==> src/rtl/mfp_gpio_arbiter_if.sv <==
// rtl/mfp_gpio_arbiter_if.sv - requester-side request/response bundle for the GPIO arbiter
interface mfp_gpio_arbiter_if #(
  parameter int NREQ = 2,
  parameter int AW   = 3
);
  logic [NREQ-1:0]          req_valid;
  logic [NREQ-1:0]          req_write;
  logic [NREQ-1:0][AW-1:0]  req_addr;
  logic [NREQ-1:0][31:0]    req_wdata;
  logic [NREQ-1:0]          req_ready;
  logic [NREQ-1:0]          rsp_valid;
  logic [31:0]              rsp_rdata;
  logic                     rsp_err;

  modport master (
    output req_valid, req_write, req_addr, req_wdata,
    input  req_ready, rsp_valid, rsp_rdata, rsp_err
  );

  modport slave (
    input  req_valid, req_write, req_addr, req_wdata,
    output req_ready, rsp_valid, rsp_rdata, rsp_err
  );
endinterface

==> src/rtl/mfp_gpio_arbiter.sv <==
// rtl/mfp_gpio_arbiter.sv - round-robin arbiter sharing one GPIO register port
module mfp_gpio_arbiter #(
  parameter int NREQ   = 2,
  parameter int GPIO_W = 5,
  parameter int GPIO_R = 5,
  parameter int AW     = (((GPIO_W > GPIO_R) ? GPIO_W : GPIO_R) > 1) ?
                         $clog2((GPIO_W > GPIO_R) ? GPIO_W : GPIO_R) : 1
) (
  input  logic                     clk,
  input  logic                     rst,
  mfp_gpio_arbiter_if.slave        bus,
  output logic [31:0]              gpio_wd,
  output logic [GPIO_W-1:0]        gpio_we,
  input  logic [GPIO_R-1:0][31:0]  gpio_rd
);
  localparam int PW = (NREQ > 1) ? $clog2(NREQ) : 1;

  typedef enum logic [1:0] {IDLE, ACCESS, RESP} state_t;

  state_t         state;
  logic [PW-1:0]  rr_ptr;
  logic [PW-1:0]  owner;
  logic           write_q;
  logic [AW-1:0]  addr_q;
  logic [31:0]    wdata_q;

  logic           found;
  logic [PW-1:0]  winner;
  logic [PW-1:0]  next_ptr;
  logic [PW-1:0]  idx_p;
  int             idx;
  logic           accept;
  logic           wr_ok;
  logic           rd_ok;

  // First valid requester at or above rr_ptr, wrapping modulo NREQ.
  always_comb begin
    found    = 1'b0;
    winner   = '0;
    next_ptr = rr_ptr;
    idx      = 0;
    idx_p    = '0;
    for (int i = 0; i < NREQ; i++) begin
      idx   = (int'(rr_ptr) + i) % NREQ;
      idx_p = PW'(idx);
      if (!found && bus.req_valid[idx_p]) begin
        found    = 1'b1;
        winner   = idx_p;
        next_ptr = PW'((idx + 1) % NREQ);
      end
    end
  end

  assign accept        = (state == IDLE) && found && !rst;
  assign bus.req_ready = accept ? (NREQ'(1) << winner) : '0;

  assign wr_ok = write_q && (int'(addr_q) < GPIO_W);
  assign rd_ok = !write_q && (int'(addr_q) < GPIO_R);

  // Gated by rst so a reset landing in ACCESS never reaches the pin block.
  assign gpio_we = ((state == ACCESS) && wr_ok && !rst) ? (GPIO_W'(1) << addr_q) : '0;
  assign gpio_wd = wdata_q;

  always_ff @(posedge clk) begin
    if (rst) begin
      state         <= IDLE;
      rr_ptr        <= '0;
      owner         <= '0;
      write_q       <= 1'b0;
      addr_q        <= '0;
      wdata_q       <= '0;
      bus.rsp_valid <= '0;
      bus.rsp_rdata <= '0;
      bus.rsp_err   <= 1'b0;
    end else begin
      case (state)
        IDLE: begin
          if (found) begin
            owner   <= winner;
            write_q <= bus.req_write[winner];
            addr_q  <= bus.req_addr[winner];
            wdata_q <= bus.req_wdata[winner];
            rr_ptr  <= next_ptr;
            state   <= ACCESS;
          end
        end
        ACCESS: begin
          bus.rsp_rdata <= rd_ok ? gpio_rd[addr_q] : 32'h0;
          bus.rsp_err   <= !(wr_ok || rd_ok);
          bus.rsp_valid <= NREQ'(1) << owner;
          state         <= RESP;
        end
        RESP: begin
          bus.rsp_valid <= '0;
          state         <= IDLE;
        end
        default: state <= IDLE;
      endcase
    end
  end
endmodule

==> src/flat_wrapper.sv <==
// flat-port wrapper written by rule: the top's interface ports become plain ports
module mfp_gpio_arbiter_flat 
#(
  parameter int NREQ   = 2,
  parameter int GPIO_W = 5,
  parameter int GPIO_R = 5,
  parameter int AW     = (((GPIO_W > GPIO_R) ? GPIO_W : GPIO_R) > 1) ?
                         $clog2((GPIO_W > GPIO_R) ? GPIO_W : GPIO_R) : 1
)
  (clk, rst, gpio_wd, gpio_we, gpio_rd, bus_req_valid, bus_req_write, bus_req_addr, bus_req_wdata, bus_req_ready, bus_rsp_valid, bus_rsp_rdata, bus_rsp_err);
  mfp_gpio_arbiter_if #(.NREQ(NREQ), .AW(AW)) bus_i ();
  input  logic clk;
  input  logic rst;
  output logic [31:0] gpio_wd;
  output logic [GPIO_W-1:0] gpio_we;
  input  logic [GPIO_R-1:0][31:0] gpio_rd;
  input wire logic [$bits(bus_i.req_valid)-1:0] bus_req_valid;
  input wire logic [$bits(bus_i.req_write)-1:0] bus_req_write;
  input wire logic [$bits(bus_i.req_addr)-1:0] bus_req_addr;
  input wire logic [$bits(bus_i.req_wdata)-1:0] bus_req_wdata;
  output wire logic [$bits(bus_i.req_ready)-1:0] bus_req_ready;
  output wire logic [$bits(bus_i.rsp_valid)-1:0] bus_rsp_valid;
  output wire logic [$bits(bus_i.rsp_rdata)-1:0] bus_rsp_rdata;
  output wire logic [$bits(bus_i.rsp_err)-1:0] bus_rsp_err;
  assign bus_i.req_valid = bus_req_valid;
  assign bus_i.req_write = bus_req_write;
  assign bus_i.req_addr = bus_req_addr;
  assign bus_i.req_wdata = bus_req_wdata;
  assign bus_req_ready = bus_i.req_ready;
  assign bus_rsp_valid = bus_i.rsp_valid;
  assign bus_rsp_rdata = bus_i.rsp_rdata;
  assign bus_rsp_err = bus_i.rsp_err;
  mfp_gpio_arbiter #(.NREQ(NREQ), .GPIO_W(GPIO_W), .GPIO_R(GPIO_R), .AW(AW)) u_core (.clk(clk), .rst(rst), .bus(bus_i), .gpio_wd(gpio_wd), .gpio_we(gpio_we), .gpio_rd(gpio_rd));
endmodule
==> config.mk <==
export PLATFORM = sky130hd
export DESIGN_NAME = mfp_gpio_arbiter_flat
export DESIGN_NICKNAME = d
export VERILOG_FILES = /design/src/rtl/mfp_gpio_arbiter_if.sv /design/src/rtl/mfp_gpio_arbiter.sv /design/src/flat_wrapper.sv
export SDC_FILE = /design/constraint.sdc
export NUM_CORES = 1
export LEC_CHECK = 0
export ABC_CLOCK_PERIOD_IN_PS = 1400
export BUFFER_PORTS_ARGS = -buffer_cell sky130_fd_sc_hd__buf_2
export CAP_MARGIN = 20
export CORE_AREA = 2 2 122 124
export DETAILED_ROUTE_END_ITERATION = 8
export DIE_AREA = 0 0 124 126
export PLACE_DENSITY = 0.64
export SYNTH_ARGS = -nofsm -noshare
export SYNTH_HDL_FRONTEND = slang
export SYNTH_SLANG_ARGS = --single-unit
==> constraint.sdc <==
create_clock -name clk -period 1.4 [get_ports clk]
set_clock_uncertainty 0.05 [all_clocks]
set_input_delay 0.14 -clock clk [delete_from_list [all_inputs] [get_ports clk]]
set_output_delay 0.14 -clock clk [all_outputs]
set_load 0.02 [all_outputs]
# After elaboration in Yosys (flattened, before gate mapping)
# Cells that the tools add are included.
# W data, S select, Z words.
word_totals:
  ff_bits: 75
  wordCells: 63
classes:
  addsub: 2
  order_cmp: 5
  n_eq_ne: 3
  shift: 3
  mux: 24
  reduce_logical: 17
op_table:
  columns: ["cell", "n"]
  rows:
  - ["$mux W32", 4]
  - ["$bmux W32 S3", 1]
  - ["$mux W1", 12]
  - ["$pmux W2 S2", 2]
  - ["$logic_and A1 B1 Y1", 7]
  - ["$lt A1 B2 Y1 const B", 3]
  - ["$mux W3", 2]
  - ["$mux W5", 1]
  - ["$shl A1 B3 Y5 const A", 1]
  - ["$logic_not A1 Y1", 4]
  - ["$lt A3 B4 Y1 const B", 1]
  - ["$mux W2", 2]
  - ["$reduce_bool A2 Y1", 2]
  - ["$shl A1 B1 Y2 const A", 2]
  - ["$lt A3 B3 Y1 const B", 1]
  - ["$reduce_and A3 Y1", 1]
  - ["$add A1 B1 Y1 const B", 2]
  - ["$eq A2 B1 Y1 const B", 1]
  - ["$eq A2 B2 Y1 const B", 1]
  - ["$logic_not A2 Y1", 1]
  - ["$ne A2 B1 Y1 const B", 1]
  - ["$reduce_and A2 Y1", 1]
  - ["$logic_or A1 B1 Y1", 1]

# Depth between registers and ports, before layout
depth:
  word_depth: 9
  ltp_mapped: 8
  mapped_depth_nobuf: 6

# Least setup slack after synthesis
# OpenSTA, ideal clock, no wires.
synth_timing:
  path_kind: "register to output"
  startpoint: "register u_core.state[1]"
  endpoint: "output gpio_we[2]"
  arrival_time_ns: 1.740
  slack_ns: -0.530
  stages_incl_launch_ff: 7
  cell_sequence: "dfxtp_1 inv_1 ha_1 clkbuf_1 nand2_1 or3_1 nor3b_1"
synth_between:
  elab_chain_cells: 4
synth_rtl:
  columns: ["item", "line_no", "rtl"]
  rows:
  - ["start, declared", "mfp_gpio_arbiter.sv:20", "state_t state;"]
  - ["start signal, assigned", "mfp_gpio_arbiter.sv:66", "state <= IDLE;"]
  - ["start signal, assigned", "mfp_gpio_arbiter.sv:84", "state <= ACCESS;"]
  - ["start signal, assigned", "mfp_gpio_arbiter.sv:91", "state <= RESP;"]
  - ["$eq A2 B1 Y1", "mfp_gpio_arbiter.sv:61", "assign gpio_we = ((state == ACCESS) && wr_ok && !rst) ? (GPIO_W'(1) << addr_q) : '0;"]
  - ["$logic_and A1 B1 Y1 (2 in a row)", "mfp_gpio_arbiter.sv:61", null]
  - ["$mux W5", "mfp_gpio_arbiter.sv:61", null]
  - ["end, declared", "flat_wrapper.sv:15", "output logic [GPIO_W-1:0] gpio_we;"]
# Every way passes these cells.

# Final worst setup path
# Same ends and word-level chain as after synthesis.

==> results.txt <==
WL met3 = 1670 um
Clock-pin slew of the registers on the worst-case setup and hold paths = 0.06 ns
CTS Buf Count = 9
Largest cells by area after synthesis = dfxtp_1 (34%), mux2i_1 (15%), a21o_1 (5.4%)
FP Rows = 44
Die area = 0.0156 sq mm
Max-slew violations = 0
Final Core Density = 53.4%
Buffers on Ports = 309
GR Overflow Total = 0
Min Hold Slack = 0.0185 ns
R2r startpoint = u_core.state[1]$_SDFFE_PP0P_
Final ANT Viol Nets = 0
Setup Viol. Count Final = 77
Largest net degree at the start of global routing = 38
DR WL/cell = 18.0 um
Yosys cell types = 35
HP Class = in2reg
RSZ-0062 raised after global routing = true
Final WS setup = -0.495 ns
Multi-input logic area = 0.00305 sq mm
Total number of vias = 5306
Worst setup EP type = output pin
CTS tree = done
R2R depth = 8
Outcome = finished, violations left
Peak supply drop = 591 uV
Initial antenna violation count = 5
Max-slew headroom = 77.7%
Fmax = 528 MHz
Req. time, crit path = 1.21 ns
PD cells = 1070 mW/mm^2
Worst R2R Setup Slack = -0.25 ns
Pre-Repair DR Iteration Count = 5
Clock latency on the worst-skew pair = 0.34 ns
Placer Congestion = 0.812
Post-Synthesis Cells = 500
Starting density of the core = 31.0%
Mean Syn Cell Area = 8.87 sq um
Leading area contributor after synthesis = dfxtp_1
Number of remaining DRC errors = 0
Mapped Area = 0.00444 sq mm
Area growth syn-to-layout = 72.4%
Register bit total from synthesis = 75
Register area = 0.00151 sq mm
Pre-CTS WS = -0.196 ns
Ports = 310
DP HPWL = 12700 um
Crit path time final = 1.90 ns
Core area = 0.0143 sq mm
Leak pwr = 3.65 nW
Detail Route met2 WL = 9600 um
Die height = 126 um
Max H-tree Level = 3
Period utilization = 135%
Crit Path Class = reg2out
Die W = 124 um
Vias in the first global route = 5129
Max Cap Viol = 0
Hold Startpoint = bus_req_wdata[60]
Top cell type's share of synthesized area = 33.8%
Synthesized Nets = 741
WL met1 = 7140 um
Hold depth = 3
Failing checks = setup timing
Count of final hold-check violations = 0
Fraction of layout cells with a size suffix above 1 = 57.2%
Max clock buf depth = 2
Hold buffers post-CTS = 0
Routed WL = 18800 um
Fill cells = 1383
Reg-to-reg endpoint = u_core.gpio_wd[16]$_SDFFE_PP0P_
GRT Resource Usage Total = 22.3%
Sequential share of the synthesized area = 33.8%
CP Launch Point = u_core.state[1]$_SDFFE_PP0P_
Least-Margin Pin Slew = 0.335 ns
Nature of the critical path startpoint = flop
Drt initial violations = 239
Via density = 5.09
CTS root buffer = clkbuf_16
Highest Signal Layer = met5
Worst hold path endpoint = u_core.gpio_wd[28]$_SDFFE_PP0P_
Critical Path AT = 1.71 ns
Final net count = 1093
CTS Sinks = 75
Global-route wire length before repair = 26400 um
Yosys warns = 0
Largest fanout on the critical path = 4
[report_power, final]
part           internal [mW]  total, mW  switching (mW)
logic                   1.80       3.58            1.78
clock network           1.18       2.05           0.878
registers               2.38       2.52           0.139
total                   5.36       8.16            2.80
[how the worst max path moves through the flow]
stage	to	cells past startpoint	slack (ns)
2_1_floorplan	gpio_we[1]	6	-0.21
3_3_place_gp	gpio_we[1]	6	-0.18
3_5_place_dp	gpio_we[1]	6	-0.20
4_1_cts	gpio_we[1]	6	-0.53
5_1_grt	gpio_we[1]	6	-0.56
6_report	gpio_we[2]	6	-0.50
[per-stage QoR]
step	instance area [sq um]	setup TNS [ns]	cells	total power, mW
2_1_floorplan	4540	-2.81	500	4.23
3_3_place_gp	6520	-4.17	991	5.30
3_5_place_dp	6520	-5.96	991	5.31
4_1_cts	7520	-14.00	1033	8.10
5_1_grt	7650	-17.67	1043	8.58
6_report	7650	-12.62	1043	8.16
[sequential cells by signal, summed over array words and instances (netlist names)]
name and cells:
u_core.addr_q 3, u_core.bus.rsp_err 1, u_core.bus.rsp_rdata 32, u_core.bus.rsp_valid 2, u_core.gpio_wd 32, u_core.owner 1
u_core.rr_ptr 1, u_core.state 2, u_core.write_q 1
[critical path: stages, from the launching register on]
cell and delay [ns]:
dfxtp_2 0.32, inv_2 0.07, ha_4 0.15, nand2_4 0.04
or3_4 0.45, nor3b_4 0.20, buf_6 0.14
[cells in the mapped netlist]
master and count:
buf_4 9, o2bb2ai_1 1, a21oi_1 35, nor2b_1 2, buf_6 7, nor3_1 1
a311oi_1 1, a31oi_1 31, nand2_1 38, a22oi_1 31, ha_1 5, dfxtp_1 75
inv_1 3, nand2b_1 35, or3_1 1, mux2i_1 66, nor2_1 8, clkbuf_2 2
buf_1 1, nor4bb_1 1, buf_2 14, a21o_1 32, nand3b_1 2, clkbuf_1 14
o21ai_2 1, o211ai_1 1, o21ai_1 5, mux2_2 6, o21ai_0 33, o21bai_1 1
nor3b_4 1, or2_2 1, nor3_4 1, nor3b_1 9, a211o_1 26
[repair_timing]
| action | CTS | global route |
|---|---|---|
| gates resized for setup | 116 | 38 |
| pin swaps | 58 | 31 |
| setup endpoints to repair | 77 | 78 |
| gates cloned | 9 | 4 |
| buffers inserted | 22 | 9 |
[metal layers]
metal  vias to the layer above  global-route usage (%)
li1                       2565                       -
met1                      2454                    25.0
met2                       257                    40.5
met3                        28                    5.84
met4                         2                    7.34
met5                         -                       0
[cell families after synthesis]
kind of cell	synth area share (%)
fa+ha+maj	1.41
flops	33.8
buf+inv	6.63
mux	16.4
simple gates	12.4
compound gates	29.3
[cell type report]
| cell class | instances | area share, % |
|---|---|---|
| Inverter | 3 | 0.147 |
| Antenna cell | 4 | 0.131 |
| Timing Repair Buffer | 388 | 33.9 |
| Sequential cell | 75 | 19.8 |
| Tap cell | 184 | 3.01 |
| Clock inverter | 3 | 0.213 |
| Clock buffer | 11 | 3.04 |
| Multi-Input combinational cell | 375 | 39.8 |
[cells in the final DEF, fill, tap and decap left out, types with 5 or more instances in the layout]
| master | Yosys | final |
|---|---|---|
| a31oi_1 | 31 | 31 |
| mux2i_1 | 66 | 66 |
| buf_12 | 0 | 16 |
| nor3b_1 | 9 | 5 |
| buf_2 | 14 | 302 |
| nand2b_1 | 35 | 34 |
| a21o_1 | 32 | 32 |
| nor2_1 | 8 | 5 |
| o21ai_2 | 1 | 25 |
| clkbuf_16 | 0 | 10 |
| o21ai_1 | 5 | 13 |
| nor3b_4 | 1 | 5 |
| dfxtp_1 | 75 | 70 |
| buf_6 | 7 | 21 |
| a21oi_1 | 35 | 33 |
| buf_4 | 9 | 39 |
| nand2_1 | 38 | 37 |
| a211o_1 | 26 | 26 |
| a22oi_2 | 0 | 30 |
(Power assumes the default switching activity.)
